[config.mk]
export PLATFORM = sky130hd
export DESIGN_NAME = junction_scheduler_flat
export DESIGN_NICKNAME = d
export VERILOG_FILES = /design/src/rtl/junction_scheduler_if.sv /design/src/rtl/junction_scheduler.sv /design/src/flat_wrapper.sv
export SDC_FILE = /design/constraint.sdc
export NUM_CORES = 1
export LEC_CHECK = 0
export ABC_AREA = 1
export BUFFER_PORTS_ARGS = -buffer_cell sky130_fd_sc_hd__buf_2
export CORE_ASPECT_RATIO = 0.5
export CORE_MARGIN = 2
export CORE_UTILIZATION = 55
export CTS_CLUSTER_SIZE = 16
export DETAILED_ROUTE_END_ITERATION = 7
export PLACE_DENSITY = 0.78
export SLEW_MARGIN = 20
export SYNTH_ARGS = -nofsm -noshare
export SYNTH_HDL_FRONTEND = slang
export SYNTH_SLANG_ARGS = --single-unit
export TNS_END_PERCENT = 50
[constraint.sdc]
create_clock -name clock -period 12.95 [get_ports clock]
set_clock_uncertainty 0.05 [all_clocks]
set_input_delay 2.59 -clock clock [delete_from_list [all_inputs] [get_ports clock]]
set_output_delay 2.59 -clock clock [all_outputs]
set_load 0.02 [all_outputs]
[src/rtl/junction_scheduler_if.sv]
// Junction scheduler bus: crowd sensors and emergency requests in,
// light outputs and scheduling status out.
interface junction_scheduler_if;
    logic [2:0] S1, S2, S3, S4;
    logic [3:0] emg;
    logic [1:0] T1, T2, T3, T4;
    logic [1:0] active;
    logic [3:0] served;
    logic       phase_done;

    // Environment side: drives sensors/emergency, observes lights.
    modport master (
        output S1, S2, S3, S4, emg,
        input  T1, T2, T3, T4, active, served, phase_done
    );

    // Scheduler side.
    modport slave (
        input  S1, S2, S3, S4, emg,
        output T1, T2, T3, T4, active, served, phase_done
    );
endinterface

[src/rtl/junction_scheduler.sv]
// Density-weighted four-road phase scheduler with emergency preemption.
// Each road gets one green per fairness cycle (cycle opens with road 1);
// green length grows with the crowd sensor population count, and any
// emergency request steers the next grant and can cut a foreign green.
module junction_scheduler #(
    parameter int G_BASE  = 4,
    parameter int G_EXT   = 2,
    parameter int Y_TIME  = 3,
    parameter int AR_TIME = 1
) (
    input  logic              clock,
    input  logic              clear,
    junction_scheduler_if.slave js
);

    localparam logic [1:0] ST_GREEN  = 2'd0;
    localparam logic [1:0] ST_YELLOW = 2'd1;
    localparam logic [1:0] ST_ALLRED = 2'd2;

    localparam logic [1:0] L_RED = 2'd0;
    localparam logic [1:0] L_YEL = 2'd1;
    localparam logic [1:0] L_GRN = 2'd2;

    localparam logic [7:0] Y_LOAD  = 8'(Y_TIME - 1);
    localparam logic [7:0] AR_LOAD = 8'(AR_TIME - 1);

    // Population count; any 3-bit code is accepted, not just thermometer.
    function automatic logic [1:0] pop3(input logic [2:0] s);
        return 2'({1'b0, s[0]} + {1'b0, s[1]} + {1'b0, s[2]});
    endfunction

    // Timer load value for a green driven by sensor word s.
    function automatic logic [7:0] gload(input logic [2:0] s);
        int d;
        d = G_BASE + G_EXT * int'(pop3(s)) - 1;
        return d[7:0];
    endfunction

    logic [3:0][2:0] sens;
    assign sens = {js.S4, js.S3, js.S2, js.S1};

    logic [1:0]      state_q, state_d;
    logic [7:0]      tmr_q, tmr_d;
    logic [1:0]      active_q, active_d;
    logic [3:0]      served_q, served_d;
    logic            phase_done_q, phase_done_d;
    logic [3:0][1:0] lights_q, lights_d;

    logic [1:0]      sel_road;
    logic [3:0]      sel_served;
    logic [1:0]      best_pop;
    logic            found;
    logic            emg_other;
    logic            emg_own;

    assign emg_other = |(js.emg & ~(4'b0001 << active_q));
    assign emg_own   = js.emg[active_q];

    // Next-road selection: emergency first, then fairness wrap, then density.
    always_comb begin
        sel_road   = 2'd0;
        sel_served = served_q;
        best_pop   = 2'd0;
        found      = 1'b0;
        if (|js.emg) begin
            for (int i = 3; i >= 0; i--) begin
                if (js.emg[i]) sel_road = 2'(i);
            end
            sel_served = served_q | (4'b0001 << sel_road);
        end else if (&served_q) begin
            sel_road   = 2'd0;
            sel_served = 4'b0001;
        end else begin
            // Strict '>' keeps ties on the lowest index.
            for (int i = 0; i < 4; i++) begin
                if (!served_q[i] && (!found || pop3(sens[i]) > best_pop)) begin
                    found    = 1'b1;
                    best_pop = pop3(sens[i]);
                    sel_road = 2'(i);
                end
            end
            sel_served = served_q | (4'b0001 << sel_road);
        end
    end

    // Phase sequencing and timer.
    always_comb begin
        state_d      = state_q;
        tmr_d        = tmr_q;
        active_d     = active_q;
        served_d     = served_q;
        phase_done_d = 1'b0;
        case (state_q)
            ST_GREEN: begin
                if (emg_other) begin
                    // Another road needs the junction: cut green now.
                    state_d = ST_YELLOW;
                    tmr_d   = Y_LOAD;
                end else if (tmr_q == 8'd0) begin
                    if (!emg_own) begin
                        state_d = ST_YELLOW;
                        tmr_d   = Y_LOAD;
                    end
                    // Own emergency: hold green with timer parked at 0.
                end else begin
                    tmr_d = tmr_q - 8'd1;
                end
            end
            ST_YELLOW: begin
                if (tmr_q == 8'd0) begin
                    state_d = ST_ALLRED;
                    tmr_d   = AR_LOAD;
                end else begin
                    tmr_d = tmr_q - 8'd1;
                end
            end
            ST_ALLRED: begin
                if (tmr_q == 8'd0) begin
                    state_d      = ST_GREEN;
                    active_d     = sel_road;
                    served_d     = sel_served;
                    tmr_d        = gload(sens[sel_road]);
                    phase_done_d = 1'b1;
                end else begin
                    tmr_d = tmr_q - 8'd1;
                end
            end
            default: begin
                state_d = ST_ALLRED;
                tmr_d   = AR_LOAD;
            end
        endcase
    end

    // Lights follow the next state so they change on the entering edge.
    always_comb begin
        lights_d = '{default: L_RED};
        for (int i = 0; i < 4; i++) begin
            if (active_d == 2'(i)) begin
                if (state_d == ST_GREEN)       lights_d[i] = L_GRN;
                else if (state_d == ST_YELLOW) lights_d[i] = L_YEL;
            end
        end
    end

    // State registers; reset jumps straight to road 1 green.
    always_ff @(posedge clock) begin
        if (clear) begin
            state_q      <= ST_GREEN;
            tmr_q        <= gload(js.S1);
            active_q     <= 2'd0;
            served_q     <= 4'b0001;
            phase_done_q <= 1'b0;
            lights_q     <= {L_RED, L_RED, L_RED, L_GRN};
        end else begin
            state_q      <= state_d;
            tmr_q        <= tmr_d;
            active_q     <= active_d;
            served_q     <= served_d;
            phase_done_q <= phase_done_d;
            lights_q     <= lights_d;
        end
    end

    assign js.T1         = lights_q[0];
    assign js.T2         = lights_q[1];
    assign js.T3         = lights_q[2];
    assign js.T4         = lights_q[3];
    assign js.active     = active_q;
    assign js.served     = served_q;
    assign js.phase_done = phase_done_q;

endmodule

[src/flat_wrapper.sv]
// flat-port wrapper written by rule: the top's interface ports become plain ports
module junction_scheduler_flat 
#(
    parameter int G_BASE  = 4,
    parameter int G_EXT   = 2,
    parameter int Y_TIME  = 3,
    parameter int AR_TIME = 1
)
  (clock, clear, js_S1, js_S2, js_S3, js_S4, js_emg, js_T1, js_T2, js_T3, js_T4, js_active, js_served, js_phase_done);
  junction_scheduler_if js_i ();
  input  logic clock;
  input  logic clear;
  input wire logic [$bits(js_i.S1)-1:0] js_S1;
  input wire logic [$bits(js_i.S2)-1:0] js_S2;
  input wire logic [$bits(js_i.S3)-1:0] js_S3;
  input wire logic [$bits(js_i.S4)-1:0] js_S4;
  input wire logic [$bits(js_i.emg)-1:0] js_emg;
  output wire logic [$bits(js_i.T1)-1:0] js_T1;
  output wire logic [$bits(js_i.T2)-1:0] js_T2;
  output wire logic [$bits(js_i.T3)-1:0] js_T3;
  output wire logic [$bits(js_i.T4)-1:0] js_T4;
  output wire logic [$bits(js_i.active)-1:0] js_active;
  output wire logic [$bits(js_i.served)-1:0] js_served;
  output wire logic [$bits(js_i.phase_done)-1:0] js_phase_done;
  assign js_i.S1 = js_S1;
  assign js_i.S2 = js_S2;
  assign js_i.S3 = js_S3;
  assign js_i.S4 = js_S4;
  assign js_i.emg = js_emg;
  assign js_T1 = js_i.T1;
  assign js_T2 = js_i.T2;
  assign js_T3 = js_i.T3;
  assign js_T4 = js_i.T4;
  assign js_active = js_i.active;
  assign js_served = js_i.served;
  assign js_phase_done = js_i.phase_done;
  junction_scheduler #(.G_BASE(G_BASE), .G_EXT(G_EXT), .Y_TIME(Y_TIME), .AR_TIME(AR_TIME)) u_core (.clock(clock), .clear(clear), .js(js_i));
endmodule
==> results of run 1 <==
path summary, 6_finish.rpt:
path                            slack (ns)                               end                              from  cells after the start
worst max-delay path                  5.31         u_core.tmr_q[3]$_DFFE_PP_                          js_S1[0]                     33
worst min-delay path                  0.47  u_core.js.served[2]$_SDFFE_PP0P_  u_core.js.served[2]$_SDFFE_PP0P_                      2
worst max register to register        7.93         u_core.tmr_q[3]$_DFFE_PP_  u_core.js.served[0]$_SDFFE_PP1P_                     32
worst min register to register        0.47  u_core.js.served[2]$_SDFFE_PP0P_  u_core.js.served[2]$_SDFFE_PP0P_                      2
per-stage QoR:
step	power [W]	cell area, sq um	hold WS [ns]
after floorplan	0.0001535	1987	0.4999
after global placement	0.0001686	2202	0.4523
after detailed placement	0.0001716	2202	0.4639
after CTS	0.0002197	2251	0.4800
after global routing	0.0002348	2251	0.5093
final	0.0002187	2251	0.4731
metal layers:
metal / GRT usage [%] / part of all wire (%) / routed length (microns)
met2: 39.40 / 46 / 1899
met3: 4.301 / 6.4 / 266
met1: 29.64 / 47 / 1952
met4: 3.582 / 0.63 / 26
met5: 0 / 0 / 0
synthesized netlist by cell type, types with 2 or more instances:
cell type	n	area [sq um]
nand3_2	5	50.05
inv_2	5	18.77
a21oi_1	13	65.06
o21ai_1	4	20.02
nand2_4	5	56.30
ha_1	9	112.6
nand4_1	3	18.77
o21ai_0	20	100.1
dfxtp_1	17	340.3
nand2_2	7	43.79
edfxtp_1	8	240.2
xor2_1	3	26.28
fa_1	5	100.1
nor2_1	27	101.4
nand3b_1	7	52.55
nand2_1	55	206.5
inv_1	31	116.4
nand3_1	19	95.09
nor2_8	2	40.04
nor3_1	2	10.01
nor2_2	2	12.51
nor2_4	3	33.78
worst max-delay path, delay by kind of cell:
kind	cells	cell delay, ns
buf+inv	2	0.19
simple gates	20	1.81
fa+ha+maj	6	2.11
compound gates	5	0.93
power by group:
group | internal [W] | switching (W)
combinational | 0.0000296 | 0.0000519
sequential | 0.0000858 | 0.00000372
clock | 0.0000218 | 0.0000258
layout make-up:
class | count | area share, %
flip-flops and latches | 25 | 25.79
multi-input cells | 199 | 55.31
clock inverters | 1 | 0.3335
repair buffers | 32 | 7.115
clock buffers | 3 | 1.834
inverters | 38 | 6.782
well taps | 51 | 2.835
cell usage in the layout, fill, tap and decap left out, types with 2 or more instances in the layout:
cell type	instances
nand2_1	55
fa_1	5
nand2_2	7
nand3_1	19
nor2_8	2
dfxtp_1	17
xor2_1	3
inv_1	31
nand3b_1	7
ha_1	9
nand2_4	5
edfxtp_1	8
buf_2	32
nand4_1	3
nor2_2	2
nor2_4	3
a21oi_1	13
o21ai_0	20
clkbuf_8	3
nor2_1	27
o21ai_1	4
nor3_1	2
inv_2	5
nand3_2	5
kinds of logic after synthesis:
| family | count (synthesis) |
|---|---|
| AOI/OAI and AO/OA | 40 |
| xor gates and xnor gates | 4 |
| adders and majority gates | 14 |
| buffers and inverters | 40 |
| DFF | 25 |
| and+or+nand+nor | 141 |
state kept, by name (all words and copies together), names as in the netlist:
register,count
u_core.js.T2,2
u_core.js.served,4
u_core.js.active,2
u_core.tmr_q,8
u_core.js.phase_done,1
u_core.js.T4,2
u_core.js.T3,2
u_core.state_q,2
u_core.js.T1,2
==> results.toml, run 1 <==
[die]
die_height_microns = 46.50
die_area_sq_mm = 0.004139
row_count = 15
ios = 33
core-area_sq_mm = 0.003453
initial_core_util_pct = 57.54
fp.dieW_microns = 89

[layout]
nets = 331
fin_util_pct = 65.18
regArea_sq_um = 580.6
instances_no_fill = 349
drive_gt1_share_pct = 23.83
fillers = 319
area_delta_synth_final_pct = 13.29
diodes = 0
multi_input_area_sq_mm = 0.001245

[clock_tree]
worstSkewPairLatency_ns = 0.27
cts_hold_buf = 0
h-tree-depth = 1
cts_resized = 0
numCtsBuffers = 3
cts_tree = "built"
clkSlewWorstSetupHoldPaths_ns = 0.09
clockBufferDepth = 2
cts_setup_buffers = 0
root_buffer = "clkbuf_8"
cts.sinks = 25

[timing]
hold_viol = 0
slew_headroom_pct = 72.48
rsz0062_at_grt = "false"
period_share_pct = 59.01
report.final.setup_viol = 0
tns_ns = 0
max_freq_ghz = 0.1309
slew_violations = 0
post-route-min-period_ns = 7.641
fin_ws_ns = 5.309
worst_slew_pin_slew_ns = 0.4117

[route]
vias = 1801
ant_nets = 0
first_pass_iters = 4
vias_per_cell = 5.160
wl_microns = 4145
drt_iter0_drc = 125
drc_errors = 0
wl_per_cell_microns = 11.88

[synth]
postSynthAreaPerCell_sq_um = 7.526
synth_cell_types = 34
synth-simple-area-share_pct = 38.98
synth_ff_type = "dfxtp_1"
synth_edf_count = 8
synth_top_family_by_area = "simple AND/OR/NAND/NOR gates"
synth-xor-area-share_pct = 1.763
synth_nets = 296
ys_ff_latch = 25
yosysSeqAreaShare_pct = 29.22
synthArstFlopShare_pct = 0
netlist_instances = 264
ys_warn_count = 0
synth-compound-area-share_pct = 11.21
synthAdderAreaFrac_pct = 10.71
synth_mux_area_share_pct = 0
syn-cell-area_sq_mm = 0.001987

[global_route]
antenna_found_initial = 0
grt_first_pass_wirelength_microns = 7086
grt_max_degree = 16
overflow = 0
grt.total_usage_pct = 22.37
grt_pass1_vias = 1589

[pwr]
ir_drop_mv = 0.04185
p_per_area_mw_per_mm2 = 97.15
p_leak_nw = 1.080

[setup_path]
cp.arrival_ns = 7.63
crit_required_ns = 12.94
path_max_fanout = 10
critPathKind = "input pin to flop"
start_kind = "input pin"
cp_slowest_stage_delay_ns = 0.61
cp-end-kind = "flop"
slowest_stage = "fa_1"
crit_top_cell = "nand2_1"

[placed_design]
dpl.hpwl_microns = 3303
place_ws_ns = 5.088
numPortBuffers = 32
post-place-cells = 345
finalWeightedCongestion = 0.8767

[outcome]
status = "finished, final reports clean"

[job]
maxCapViolations = 0

[worst_hold_path]
hold_class = "flop to flop"
Power figures use the tool's default switching activity.
==> inputs of run 2 (changes only) <==
Clock period 12.95 ns to 7.4 ns, I/O delays scaled along.
==> results.toml, run 2 (synthesis gave the netlist of run 1 again) <==
[outcome]
status = "finished, final reports clean"

[clock_tree]
clockBufferDepth = 2
cts_resized = 0
cts_setup_buffers = 0
clkSlewWorstSetupHoldPaths_ns = 0.10
cts.sinks = 25
numCtsBuffers = 3
root_buffer = "clkbuf_8"
cts_tree = "built"
h-tree-depth = 1
worstSkewPairLatency_ns = 0.27
cts_hold_buf = 0

[timing]
slew_violations = 0
worst_slew_pin_slew_ns = 0.4077
max_freq_ghz = 0.1555
report.final.setup_viol = 0
post-route-min-period_ns = 6.433
fin_ws_ns = 0.9675
hold_viol = 0
rsz0062_at_grt = "false"
hold_ws_ns = 0.4791
slew_headroom_pct = 72.74
tns_ns = 0
period_share_pct = 86.93

[global_route]
grt.total_usage_pct = 22.37
antenna_found_initial = 0
grt_max_degree = 16
grt_pass1_vias = 1619
grt_first_pass_wirelength_microns = 6969
overflow = 0

[placed_design]
finalWeightedCongestion = 0.8594
post-place-cells = 345
numPortBuffers = 32
place_ws_ns = 0.7354
dpl.hpwl_microns = 3370
place_area_sq_mm = 0.002202

[pwr]
p_comb_share_pct = 37.2
p_per_area_mw_per_mm2 = 170.3
power.internal_w = 0.0002405
netSwitchingPower_w = 0.0001429
p_seq_share_pct = 40.8
clkPwrFrac_pct = 22.0
switching_share_pct = 37.26
p_leak_nw = 1.080
ir_drop_mv = 0.08812

[die]
die_area_sq_mm = 0.004139
row_count = 15
core-area_sq_mm = 0.003453
fp.dieW_microns = 89
ios = 33
initial_core_util_pct = 57.54
die_height_microns = 46.50

[setup_path]
start_kind = "input pin"
reg2regPathDepth = 31
path_max_fanout = 10
slowest_stage = "fa_1"
critPathKind = "input pin to flop"
critPathTopFamily = "adder cells"
cp.arrival_ns = 6.41
cp.depth = 32
crit_buf_inv = 2
cp_slowest_stage_delay_ns = 0.58
crit_top_cell = "nand2_1"
crit_required_ns = 7.38
cp-end-kind = "flop"

[route]
drc_errors = 0
wl_per_cell_microns = 12.02
ant_nets = 0
vias = 1809
first_pass_iters = 4
drt_iter0_drc = 147
vias_per_cell = 5.183
wl_microns = 4194

[layout]
instances_no_fill = 349
diodes = 0
fillers = 340
largest_reg_flops = 8
mostFrequentLayoutCell = "nand2_1"
area_delta_synth_final_pct = 13.29
drive_gt1_share_pct = 23.83
nets = 331
regArea_sq_um = 580.6
largest-register = "u_core.tmr_q"
final_cell_mix = "55 x nand2_1, 32 x buf_2, 31 x inv_1, 27 x nor2_1, 20 x o21ai_0"
finish.instance_area_sq_mm = 0.002251
multi_input_area_sq_mm = 0.001245

[worst_hold_path]
hold_class = "flop to flop"
hold_depth = 2

[job]
maxCapViolations = 0
[run 2: worst paths after layout]
check	start	to	slack (ns)
worst min-delay path	u_core.js.served[2]$_SDFFE_PP0P_	u_core.js.served[2]$_SDFFE_PP0P_	0.48
worst max register to register	u_core.js.served[0]$_SDFFE_PP1P_	u_core.tmr_q[3]$_DFFE_PP_	2.45
worst max-delay path	js_S1[0]	u_core.tmr_q[3]$_DFFE_PP_	0.97
worst min register to register	u_core.js.served[2]$_SDFFE_PP0P_	u_core.js.served[2]$_SDFFE_PP0P_	0.48
[run 2: area by class of cell]
cell class,count,area share [%]
clock inverters,1,0.3335
well taps,51,2.835
inverters,38,6.782
repair buffers,32,7.115
multi-input cells,199,55.31
clock buffers,3,1.834
flip-flops and latches,25,25.79
[run 2: routing by layer]
metal	wire (microns)	global-route usage (%)	up-vias
met3	205	3.763	6
met4	74	8.657	0
li1	-	-	933
met5	0	0	-
met2	1894	37.91	39
met1	2020	29.21	831
[run 2: tightest hold or removal path, stage by stage, from the launching register on]
cell	delay, ns
dfxtp_1	0.35
inv_1	0.08
a21oi_1	0.06
[run 2: power groups by stage]
stage	logic (W)	registers (W)	clock network, W
6_report	0.000143	0.000157	0.0000844
5_1_grt	0.000163	0.000158	0.0000893
4_1_cts	0.000142	0.000156	0.0000855
3_5_place_dp	0.000141	0.000160	0
3_3_place_gp	0.000135	0.000159	0
2_1_floorplan	0.000108	0.000161	0
[run 2: metrics by stage]
step,utilization (%),power [W]
after floorplan,-,0.0002686
after global placement,63.77,0.0002947
after detailed placement,63.77,0.0003007
after CTS,65.18,0.0003839
after global routing,65.18,0.0004097
final,65.18,0.0003834
